[src/rtl/avmm_traffic_initiator.sv]
// Avalon-MM traffic initiator: writes a seeded pattern to NUM_LINES lines, reads them back
// in order and reports mismatches, worst read latency and a response timeout.
package avmm_memory_pkg;
    localparam int DATA_WIDTH          = 512;
    localparam int DATA_WIDTH_IN_BYTES = DATA_WIDTH / 8;
endpackage

// state   | meaning
// S_IDLE  | quiet, waiting for start
// S_WRITE | one pattern write per ready cycle
// S_READ  | reads issued while below the outstanding limit
// S_WAIT  | draining the remaining read responses
// S_DONE  | results held, start restarts the run
module avmm_traffic_initiator
    import avmm_memory_pkg::*;
#(
    parameter logic [45:0] BASE_ADDR       = '0,
    parameter int          NUM_LINES       = 16,
    parameter int          MAX_OUTSTANDING = 8,
    parameter int          TIMEOUT         = 1024
) (
    input  logic                           clk,
    input  logic                           rstn,
    input  logic                           start,
    input  logic [31:0]                    seed,
    output logic                           read,
    output logic                           write,
    output logic [51:6]                    address,
    output logic [DATA_WIDTH_IN_BYTES-1:0] byteenable,
    output logic [DATA_WIDTH-1:0]          writedata,
    input  logic [DATA_WIDTH-1:0]          readdata,
    input  logic                           readdatavalid,
    input  logic                           ready,
    output logic                           busy,
    output logic                           done,
    output logic                           pass,
    output logic [15:0]                    error_count,
    output logic [51:6]                    first_err_addr,
    output logic [15:0]                    max_latency,
    output logic                           timeout_err
);
    localparam int WORDS  = DATA_WIDTH / 32;
    localparam int OW     = $clog2(MAX_OUTSTANDING + 1);
    localparam int PW     = (MAX_OUTSTANDING > 1) ? $clog2(MAX_OUTSTANDING) : 1;
    localparam int LAST_I = (NUM_LINES > 0) ? NUM_LINES - 1 : 0;
    localparam logic [15:0]   LAST_IDX = 16'(LAST_I);
    localparam logic [OW-1:0] MAX_OS   = OW'(MAX_OUTSTANDING);
    localparam logic [PW-1:0] PTR_LAST = PW'(MAX_OUTSTANDING - 1);
    localparam logic [31:0]   TO_LAST  = 32'(TIMEOUT - 1);

    typedef enum logic [2:0] {S_IDLE, S_WRITE, S_READ, S_WAIT, S_DONE} state_t;

    state_t          state_q, state_d;
    logic [31:0]     seed_q, seed_d;
    logic [15:0]     wr_idx_q, wr_idx_d, rd_idx_q, rd_idx_d, rsp_idx_q, rsp_idx_d;
    logic [OW-1:0]   os_q, os_d;
    logic [15:0]     err_q, err_d, maxlat_q, maxlat_d;
    logic [45:0]     first_q, first_d;
    logic            mis_seen_q, mis_seen_d, to_err_q, to_err_d;
    logic [31:0]     to_cnt_q, to_cnt_d, cyc_q;
    logic [PW-1:0]   wp_q, wp_d, rp_q, rp_d;
    logic [31:0]     ts_mem [MAX_OUTSTANDING];

    logic            active, rd_phase, to_fire, rsp_ok, spurious, mismatch;
    logic [31:0]     lat_raw;
    logic [15:0]     lat_sat;

    function automatic logic [DATA_WIDTH-1:0] pattern(input logic [31:0] s, input logic [15:0] idx);
        logic [DATA_WIDTH-1:0] p;
        p = '0;
        for (int k = 0; k < WORDS; k++) p[k*32 +: 32] = s ^ {idx, 16'(k)};
        return p;
    endfunction

    function automatic logic [PW-1:0] ptr_next(input logic [PW-1:0] p);
        return (p == PTR_LAST) ? '0 : p + PW'(1);
    endfunction

    assign active   = (state_q == S_WRITE) || (state_q == S_READ) || (state_q == S_WAIT);
    assign rd_phase = (state_q == S_READ) || (state_q == S_WAIT);
    assign to_fire  = rd_phase && (os_q != '0) && !readdatavalid && (to_cnt_q == TO_LAST);
    assign rsp_ok   = active && readdatavalid && (os_q != '0);
    assign spurious = active && readdatavalid && (os_q == '0);
    assign mismatch = rsp_ok && (readdata != pattern(seed_q, rsp_idx_q));
    assign lat_raw  = cyc_q - ts_mem[rp_q];
    assign lat_sat  = (|lat_raw[31:16]) ? 16'hFFFF : lat_raw[15:0];

    // Requests are combinationally gated by ready so each asserted cycle is one accepted request.
    assign write      = (state_q == S_WRITE) && ready;
    assign read       = (state_q == S_READ) && ready && (os_q < MAX_OS) && !to_fire;
    assign address    = write ? BASE_ADDR + {30'd0, wr_idx_q} :
                        read  ? BASE_ADDR + {30'd0, rd_idx_q} : '0;
    assign byteenable = (read || write) ? '1 : '0;
    assign writedata  = write ? pattern(seed_q, wr_idx_q) : '0;

    assign busy           = active;
    assign done           = (state_q == S_DONE);
    assign pass           = done && (err_q == '0) && !to_err_q;
    assign error_count    = err_q;
    assign first_err_addr = first_q;
    assign max_latency    = maxlat_q;
    assign timeout_err    = to_err_q;

    always_comb begin
        state_d    = state_q;
        seed_d     = seed_q;
        wr_idx_d   = wr_idx_q;
        rd_idx_d   = rd_idx_q;
        rsp_idx_d  = rsp_idx_q;
        os_d       = os_q;
        err_d      = err_q;
        first_d    = first_q;
        mis_seen_d = mis_seen_q;
        maxlat_d   = maxlat_q;
        to_err_d   = to_err_q;
        to_cnt_d   = to_cnt_q;
        wp_d       = wp_q;
        rp_d       = rp_q;

        case (state_q)
            S_IDLE, S_DONE: begin
                if (start) begin
                    state_d    = (NUM_LINES == 0) ? S_DONE : S_WRITE;
                    seed_d     = seed;
                    wr_idx_d   = '0;
                    rd_idx_d   = '0;
                    rsp_idx_d  = '0;
                    os_d       = '0;
                    err_d      = '0;
                    first_d    = '0;
                    mis_seen_d = 1'b0;
                    maxlat_d   = '0;
                    to_err_d   = 1'b0;
                    to_cnt_d   = '0;
                    wp_d       = '0;
                    rp_d       = '0;
                end
            end
            S_WRITE: begin
                if (write) begin
                    wr_idx_d = wr_idx_q + 16'd1;
                    if (wr_idx_q == LAST_IDX) state_d = S_READ;
                end
            end
            S_READ: begin
                if (read) begin
                    rd_idx_d = rd_idx_q + 16'd1;
                    if (rd_idx_q == LAST_IDX) state_d = S_WAIT;
                end
            end
            default: ;
        endcase

        if (active) begin
            if (read) wp_d = ptr_next(wp_q);
            if (rsp_ok) begin
                rp_d      = ptr_next(rp_q);
                rsp_idx_d = rsp_idx_q + 16'd1;
                if (lat_sat > maxlat_q) maxlat_d = lat_sat;
                if (mismatch && !mis_seen_q) begin
                    mis_seen_d = 1'b1;
                    first_d    = BASE_ADDR + {30'd0, rsp_idx_q};
                end
            end
            if ((spurious || mismatch) && (err_q != 16'hFFFF)) err_d = err_q + 16'd1;
            if (read && !rsp_ok)      os_d = os_q + OW'(1);
            else if (!read && rsp_ok) os_d = os_q - OW'(1);
            to_cnt_d = (rd_phase && (os_q != '0) && !readdatavalid) ? to_cnt_q + 32'd1 : '0;
            if ((state_q == S_WAIT) && (os_d == '0)) state_d = S_DONE;
            if (to_fire) begin
                to_err_d = 1'b1;
                state_d  = S_DONE;
                os_d     = '0;
                wp_d     = '0;
                rp_d     = '0;
                to_cnt_d = '0;
            end
        end
    end

    always_ff @(posedge clk or negedge rstn) begin
        if (!rstn) begin
            state_q    <= S_IDLE;
            seed_q     <= '0;
            wr_idx_q   <= '0;
            rd_idx_q   <= '0;
            rsp_idx_q  <= '0;
            os_q       <= '0;
            err_q      <= '0;
            first_q    <= '0;
            mis_seen_q <= 1'b0;
            maxlat_q   <= '0;
            to_err_q   <= 1'b0;
            to_cnt_q   <= '0;
            cyc_q      <= '0;
            wp_q       <= '0;
            rp_q       <= '0;
        end else begin
            state_q    <= state_d;
            seed_q     <= seed_d;
            wr_idx_q   <= wr_idx_d;
            rd_idx_q   <= rd_idx_d;
            rsp_idx_q  <= rsp_idx_d;
            os_q       <= os_d;
            err_q      <= err_d;
            first_q    <= first_d;
            mis_seen_q <= mis_seen_d;
            maxlat_q   <= maxlat_d;
            to_err_q   <= to_err_d;
            to_cnt_q   <= to_cnt_d;
            cyc_q      <= cyc_q + 32'd1;
            wp_q       <= wp_d;
            rp_q       <= rp_d;
        end
    end

    // Issue timestamps need no reset: entries are only read after being written.
    always_ff @(posedge clk) begin
        if (read) ts_mem[wp_q] <= cyc_q;
    end
endmodule

[config.mk]
export PLATFORM = sky130hd
export DESIGN_NAME = avmm_traffic_initiator
export DESIGN_NICKNAME = d
export VERILOG_FILES = /design/src/rtl/avmm_traffic_initiator.sv
export SDC_FILE = /design/constraint.sdc
export NUM_CORES = 1
export LEC_CHECK = 0
export ABC_AREA = 1
export CAP_MARGIN = 20
export CORE_AREA = 4 4 489 491
export CTS_CLUSTER_DIAMETER = 30
export CTS_CLUSTER_SIZE = 20
export DETAILED_ROUTE_END_ITERATION = 12
export DIE_AREA = 0 0 493 495
export PLACE_DENSITY = 0.41
export SYNTH_ARGS = -nofsm -noshare
export SYNTH_HDL_FRONTEND = slang
export SYNTH_SLANG_ARGS = --single-unit
[constraint.sdc]
create_clock -name clk -period 5.1 [get_ports clk]
set_input_delay 0.51 -clock clk [delete_from_list [all_inputs] [get_ports clk]]
set_output_delay 0.51 -clock clk [all_outputs]
set_load 0.005 [all_outputs]
### Yosys cells after proc, flatten, opt, wreduce, memory -nomap -nowiden

Memory sizes are Yosys's and may differ from the RTL's.
Cells that the tools add are included.

| storage, ports and cells | value |
|---|---|
| flip-flop bits (word level) | 237 |
| bits in writable memories | 256 |
| input bits | 549 |
| output and inout bits | 706 |
| logic and storage cells | 191 |
| memories kept | 1 |

Memories:

| memory | depth | width | read ports | clocked after memory_dff | wr ports | line | text |
|---|---|---|---|---|---|---|---|
| ts_mem | 8 | 32 | 1 | 0 | 1 | 62 | `logic [31:0] ts_mem [MAX_OUTSTANDING];` |

| cells by class | value |
|---|---|
| $add $sub $neg | 11 |
| magnitude comparators | 2 |
| eq/ne operators | 14 |
| multiplexer cells | 72 |
| bitwise gates (word level) | 32 |
| reductions and logical operators | 44 |

Operator list:

| cell | count |
|---|---|
| 32-bit XOR | 32 |
| 512-bit 2-to-1 mux | 1 |
| 512-bit inequality test | 1 |
| 16-bit 2-to-1 mux | 19 |
| 46-bit 2-to-1 mux | 5 |
| 32-bit 2-to-1 mux | 5 |
| 16-bit by 1-bit adder with 16-bit output (second input constant) | 4 |
| 32-bit by 1-bit adder with 32-bit output (second input constant) | 2 |
| 64-bit 2-to-1 mux | 1 |
| 16-bit case mux with 2 select lines | 2 |
| 3-bit 2-to-1 mux | 20 |
| 16-bit by 4-bit == test with 1-bit output (second input constant) | 2 |
| 32-bit by 10-bit == test with 1-bit output (second input constant) | 1 |
| 32-bit subtractor | 1 |
| 4-bit 2-to-1 mux | 7 |
| 1-bit logical AND | 18 |
| 16-bit greater-than comparator | 1 |
| 16-bit logical NOT | 1 |
| 16-bit inequality test (second input constant) | 1 |
| 16-bit OR reduction | 1 |
| 1-bit 2-to-1 mux | 11 |
| 3-bit == test (second input constant) | 3 |
| 3-bit case mux with 3 select lines | 1 |
| 4-bit logical NOT | 2 |
| other kinds (15) | 33 |

### Depth between registers and ports, before layout

Gate-level depths: netlist of the first run.

| depth | value |
|---|---|
| depth after elaboration | 17 |
| mapped depth | 38 |
| depth with buffers taken out | 34 |

### Worst setup path after synthesis of the first run

OpenSTA, ideal clock, no wires.

| timing | value |
|---|---|
| path type | register -> register |
| from | reg rp_q[0] |
| to | reg maxlat_q[10], in the netlist max_latency[10] |
| library setup time | 0.066 ns |
| arrival time | 4.815 ns |
| setup slack | 0.219 ns |
| stages on the path, launching flop included | 32 |
| path buffers | 5 |
| clock period less this slack | 4.881 ns |
| path through | dfrtp_1 > inv_1 > buf_2 > clkbuf_1 > clkbuf_1 > nor2_1 > o221ai_1 > o21ai_0 > ha_1 > nand2_1 > nor2_1 > and2_1 > nand2_1 > nand2_1 > nand2_1 > nand3_1 > nand2_1 > nor2_1 > nand2_1 > nor2_2 > buf_2 > nand3_1 > ha_1 > nand4_1 > nor3_1 > nand2_1 > o2111ai_1 > nand3_1 > inv_1 > clkbuf_1 > nand2_1 > nand2_1 |

| between the ends | value |
|---|---|
| cells in the longest elaborated chain, start to end | 8 |

RTL lines:

| item | line | text |
|---|---|---|
| start, declared | 61 | `logic [PW-1:0] wp_q, wp_d, rp_q, rp_d;` |
| start signal, assigned | 213 | `rp_q <= rp_d;` |
| memory read 8 x 32 bit (*) | - |  |
| 32-bit subtractor (*) | 85 | `assign lat_raw = cyc_q - ts_mem[rp_q];` |
| 16-bit OR reduction | 86 | `assign lat_sat = (\|lat_raw[31:16]) ? 16'hFFFF : lat_raw[15:0];` |
| 16-bit 2-to-1 mux (*) | 86 |  |
| 16-bit greater-than comparator | 159 | `if (lat_sat > maxlat_q) maxlat_d = lat_sat;` |
| 16-bit 2-to-1 mux (*) | 159 |  |
| 16-bit 2-to-1 mux (*) | 156 | `if (rsp_ok) begin` |
| 16-bit 2-to-1 mux (*) | 154 | `if (active) begin` |
| net maxlat_d[10] | 57 | `logic [15:0] err_q, err_d, maxlat_q, maxlat_d;` |
| end signal, assigned | 208 | `maxlat_q <= maxlat_d;` |
| end, declared | 57 |  |

Mark *: on every way through the listed nets, which the timed path passes. The rest lies on a longest branch.
A chain may end at the register's enable or synchronous reset.

### Worst setup path after layout of the first run

| timing | value |
|---|---|
| from | reg rp_q[0] |
| to | reg maxlat_q[14], in the netlist max_latency[14] |

The elaborated chain is that of the path after synthesis.

==> results of run 1 <==
[layout make-up]
type                            count  share of cell area [%]
Antenna cell                       20                  0.0846
Timing Repair Buffer             1495                    25.0
Clock buffer                      172                    6.18
Sequential cell                   493                    23.0
Clock inverter                     75                    1.88
Inverter                          608                    3.87
Multi-Input combinational cell   3889                    33.3
Tap cell                         3150                    6.66
[report_power, final]
group / total [mW] / switching (mW) / internal (mW)
logic: 19.4 / 11.8 / 7.57
clock network: 8.80 / 2.72 / 6.08
registers: 5.15 / 0.628 / 4.52
total: 33.3 / 15.1 / 18.2
[sequential cells by signal (all words and copies together), names as in the netlist, 4 cells and up]
name	cells
seed_q	32
ts_mem	256
rd_idx_q	16
wr_idx_q	16
first_err_addr	46
to_cnt_q	32
os_q	4
error_count	16
max_latency	16
cyc_q	32
rsp_idx_q	16
[critical path, delay by kind of cell, from the launching register on]
family / cells / cell delay [ps]
DFF: 1 / 450
adders and majority gates: 2 / 660
buffers and inverters: 10 / 1230
AOI/OAI and AO/OA: 4 / 550
and+or+nand+nor: 18 / 1760
[how the worst max path moves through the flow]
stage                      start                   endpoint  slack (ps)
2_1_floorplan  rp_q[0]$_DFF_PN0_  max_latency[10]$_DFF_PN0_         220
5_1_grt        rp_q[0]$_DFF_PN0_   max_latency[4]$_DFF_PN0_         -40
3_3_place_gp   rp_q[0]$_DFF_PN0_  max_latency[15]$_DFF_PN0_         -70
6_report       rp_q[0]$_DFF_PN0_  max_latency[14]$_DFF_PN0_         290
3_5_place_dp   rp_q[0]$_DFF_PN0_  max_latency[12]$_DFF_PN0_         -70
4_1_cts        rp_q[0]$_DFF_PN0_   max_latency[9]$_DFF_PN0_           3
[cells in the final DEF (no fill, tap or decap), types with 16 or more instances in the layout]
cell type	n
nand2_1	1535
clkdlybuf4s50_1	1223
nor2_1	839
inv_1	587
xor2_1	340
edfxtp_1	256
dfrtp_1	235
buf_4	224
nand3_1	215
o21ai_0	204
clkbuf_16	145
a21oi_1	80
nand4_1	79
a21oi_2	60
nor3_1	55
xnor2_1	53
nand2_2	53
o21ai_1	48
nor2_2	42
ha_1	41
o22ai_1	37
conb_1	30
o221ai_1	28
clkbuf_1	23
clkinv_2	21
diode_2	20
nor4_1	20
bufinv_16	20
inv_2	17
buf_12	17
o21ai_2	16
[per-stage QoR]
step | TNS, ps | util, % | instances | instance area [um^2]
floorplan | 0 | - | 5721 | 40000
global placement | -982 | 22.6 | 9591 | 53100
detailed placement | -880 | 22.6 | 9592 | 53100
CTS | 0 | 24.7 | 9841 | 58000
global route | -368 | 25.2 | 9890 | 59100
finish | 0 | 25.2 | 9902 | 59200
[layer usage]
layer	routed length [um]	track usage (%)	share of wire, %	vias up
met5	0	0	0	-
met4	13100	9.30	5.4	0
met3	12500	2.88	5.1	343
met2	118000	32.3	48	1577
met1	101000	23.1	41	19412
li1	-	-	-	19267
[what timing repair did]
item                                   in CTS  in global routing
pin swaps                                   0                 54
gates resized for setup                    12                211
buffers inserted                            0                 29
endpoints found under the hold margin      48                  0
setup endpoints to repair                  16                 16
gates cloned                                1                 11
hold buffers                                1                  0
[cell families (layout without fill, tap and decap cells)]
| group | after synthesis | count (layout) |
|---|---|---|
| DFF | 493 | 493 |
| adders and majority gates | 61 | 61 |
| xor gates and xnor gates | 393 | 393 |
| muxes | 1 | 1 |
| other | 1 | 50 |
| and+or+nand+nor | 2904 | 2904 |
| AOI/OAI and AO/OA | 500 | 500 |
| buffers and inverters | 1339 | 2350 |
==> out/metrics.yaml, run 1 <==
setup_viol: 0
min_period_ps: 4810
async_flop_share_pct: 48.1
slew_violations: 0
worst_slack_ps: 292
finalCritPeriodShare_pct: 94.3
yosys-top-cells-area: "edfxtp_1 (19%), dfrtp_1 (15%), nand2_1 (15%)"
tightest_slew_ps: 1130
num_vias: 40599
fin_skew_ps: 46.8
slowest_delay_ps: 450
die_w_um: 493
synth_common_cells: "nand2_1 (1,566), nor2_1 (886), inv_1 (591), buf_4 (588), xor2_1 (340)"
clockRootBuffer: "clkbuf_16"
start_kind: "flop"
multi_input_area_um2: 19700
cts_max_level: 4
hpwl_mm: 200
syn_area_um2: 39900
cts_max_path_buffers: 3
nets: 7232
wirelength_mm: 245
synth_xor_area_share_pct: 8.63
synth-simple-area-share_pct: 29.5
worstSetupPathType: "flop to flop"
synth_top_cell_by_area: "edfxtp_1"
cp_max_fo: 8
post_drt_via_cell_ratio: 4.10
grt_use_total_pct: 18.9
synth_edf_count: 256
dp_slack_ps: -65.4
pwr_density_cell_nw_per_um2: 563
critPathCaptureType: "flop"
outcome: "finished, final reports clean"
seqCellArea_um2: 13600
fill_cells: 25920
rows: 178
syn_avg_cell_area_um2: 7.01
ys_ff_latch: 493
critPathArrivalTime_ps: 5420
timing.rr.end: "max_latency[14]$_DFF_PN0_"
clkLatencyLatePin_ps: 740
synth-compound-area-share_pct: 7.13
clkSinkCount: 493
antenna_found_initial: 29
yosysTopAreaCellShare_pct: 19.3
power.leakage_nw: 25.4
maxSlewHeadroom_pct: 24.5
yosysWarnings: 0
finalHoldViolCount: 0
worstHoldPathType: "input port to asynchronous set/reset pin"
ff2ff_setup_slack_ps: 290
core_um2: 235000
cts_buffers: 135
drt_iter0_drc: 2905
port_buffers: 1224
drc_errors: 0
crit_top_cell: "nand2_1"
synthCells: 5692
drive_gt1_share_pct: 11.2
grt_pass1_vias: 39774
ios: 1255
wl_per_cell_um: 24.8
synthMostInstantiatedCell: "nand2_1"
clkSlewWorstSetupHoldPaths_ps: 50
grt_start_max_net_pins: 114
r2r_cells: 34
cp.required_ps: 5710
grt_overflow: 0
tritoncts: "built"
synth_cell_types: 56
total_power_mw: 33.3
synth_top_family_by_area: "simple AND/OR/NAND/NOR gates"
crit_path_top_delay_cell: "dfrtp_2"
hold_ws_ps: 324
gp_congestion: 1.01
grt_pass1_wl_mm: 324
max_freq_ghz: 0.208
yosysSeqAreaShare_pct: 34.2
dr.pass1.iters: 6
maxCapViolCount: 0
synth.area.mux_share_pct: 0.0251
area_growth_pct: 48.4
synth_flop_cell: "edfxtp_1"
die_area_um2: 244000
synth-adder-area-share_pct: 1.93
initial_utilization_pct: 17.0
drtAntennaViolNets: 0
die_h_um: 495
ir_drop_mv: 0.329
r2r-start: "rp_q[0]$_DFF_PN0_"
No activity file was read; power rests on OpenSTA's default activity.
==> run 2, diff against run 1 <==
- CTS_CLUSTER_SIZE: 20 -> 40
==> out/metrics.yaml, run 2 (synthesis gave the netlist of run 1 again) <==
fill_cells: 25918
cp_top_family: "simple AND/OR/NAND/NOR gates"
wirelength_mm: 245
outcome: "finished, final reports clean"
crit_top_cell: "nand2_1"
hold_ws_ps: 328
wl_per_cell_um: 24.8
port_buffers: 1224
clockRootBuffer: "clkbuf_16"
tightest_slew_ps: 1140
cts_max_level: 4
pwr_density_cell_nw_per_um2: 563
start_kind: "flop"
hpwl_mm: 200
drc_errors: 0
grt_pass1_wl_mm: 324
placed_cells: 9592
die_h_um: 495
largest-register: "ts_mem"
num_vias: 40552
dr.pass1.iters: 6
cts_max_path_buffers: 3
drive_gt1_share_pct: 11.2
area_growth_pct: 48.4
die_area_um2: 244000
max_freq_ghz: 0.208
slew_violations: 0
initial_utilization_pct: 17.0
maxSlewHeadroom_pct: 24.0
critPathArrivalTime_ps: 5410
gp_congestion: 1.01
grt_use_total_pct: 18.9
worstHoldPathType: "input port to asynchronous set/reset pin"
ios: 1255
grt_overflow: 0
core_um2: 235000
drtAntennaViolNets: 0
maxCapViolCount: 0
final_util_pct: 25.2
setup_viol: 0
cp.required_ps: 5710
clkSinkCount: 493
grt_pass1_vias: 39781
finalCritPeriodShare_pct: 94.1
final_common_cell: "nand2_1"
fin_skew_ps: 47.5
tritoncts: "built"
largest_register_ffs: 256
r2r_cells: 34
nets: 7232
clkSlewWorstSetupHoldPaths_ps: 50
die_w_um: 493
cts_buffers: 135
worstSetupPathType: "flop to flop"
slowest_delay_ps: 450
crit_path_top_delay_cell: "dfrtp_2"
rows: 178
min_period_ps: 4800
final_cell_mix: "nand2_1 (1,535), clkdlybuf4s50_1 (1,223), nor2_1 (839)"
finalHoldViolCount: 0
clkLatencyLatePin_ps: 740
cp-startpoint: "rp_q[0]$_DFF_PN0_"
final_cells: 9900
crit_buf_inv: 10
critPathCaptureType: "flop"
antenna_found_initial: 29
timing.rr.end: "max_latency[14]$_DFF_PN0_"
power.leakage_nw: 25.4
grt_start_max_net_pins: 114
cp_max_fo: 8
drt_iter0_drc: 2841
post_drt_via_cell_ratio: 4.10
ff2ff_setup_slack_ps: 300
ir_drop_mv: 0.327
r2r-start: "rp_q[0]$_DFF_PN0_"
[run 2: changes by cell type in the layout (fill, tap and decap cells not counted)]
cell,previous run,this run
a21oi_1,80,81
a21oi_2,60,59
clkbuf_1,23,24
clkbuf_8,14,13
clkinv_16,6,7
clkinv_4,4,5
clkinvlp_4,8,7
diode_2,20,18
inv_16,3,2
o21ai_1,48,47
o21ai_2,16,17
[run 2: per-stage QoR]
step           TNS [ps]  setup WS, ps  power [mW]  instance area (um^2)
6_report              0           299        33.3                 59200
5_1_grt            -370         -40.5        35.3                 59100
4_1_cts               0          3.05        32.7                 58000
3_5_place_dp       -880         -65.4        23.6                 53100
3_3_place_gp       -982         -74.3        23.7                 53100
2_1_floorplan         0           219        14.9                 40000
[run 2: layout make-up]
type / count / area [um^2] / area share [%]
multi-input cells: 3889 / 19700 / 33.3
flip-flops and latches: 493 / 13600 / 23.0
clock inverters: 75 / 1120 / 1.90
repair buffers: 1495 / 14800 / 25.0
clock buffers: 172 / 3650 / 6.17
diodes: 18 / 45.0 / 0.0761
well taps: 3150 / 3940 / 6.66
inverters: 608 / 2290 / 3.87
[run 2: worst max path at each step]
stage	endpoint	slack (ps)	depth (start not counted)
floorplan	max_latency[10]$_DFF_PN0_	220	31
global placement	max_latency[15]$_DFF_PN0_	-70	32
detailed placement	max_latency[12]$_DFF_PN0_	-70	32
CTS	max_latency[9]$_DFF_PN0_	3	32
global route	max_latency[4]$_DFF_PN0_	-40	34
finish	max_latency[14]$_DFF_PN0_	300	34
[run 2: power breakdown]
part	switching, mW	internal [mW]
registers	0.626	4.52
logic	11.8	7.57
clock network	2.72	6.07
total	15.2	18.2
[run 2: timing repair]
item                                    CTS  global route
gates cloned                              1            11
gates resized for setup                  12           211
setup buffers                             0            29
pin swaps                                 0            53
endpoints found under the setup margin   16            16
hold buffers                              1             0
hold endpoints to repair                 48             0
[run 2: per-layer routing]
layer | track usage, % | share of wire [%] | up-vias
li1 | - | - | 19268
met1 | 23.2 | 42 | 19490
met2 | 32.3 | 48 | 1473
met3 | 2.84 | 5.0 | 321
met4 | 9.29 | 5.2 | 0
met5 | 0 | 0 | -
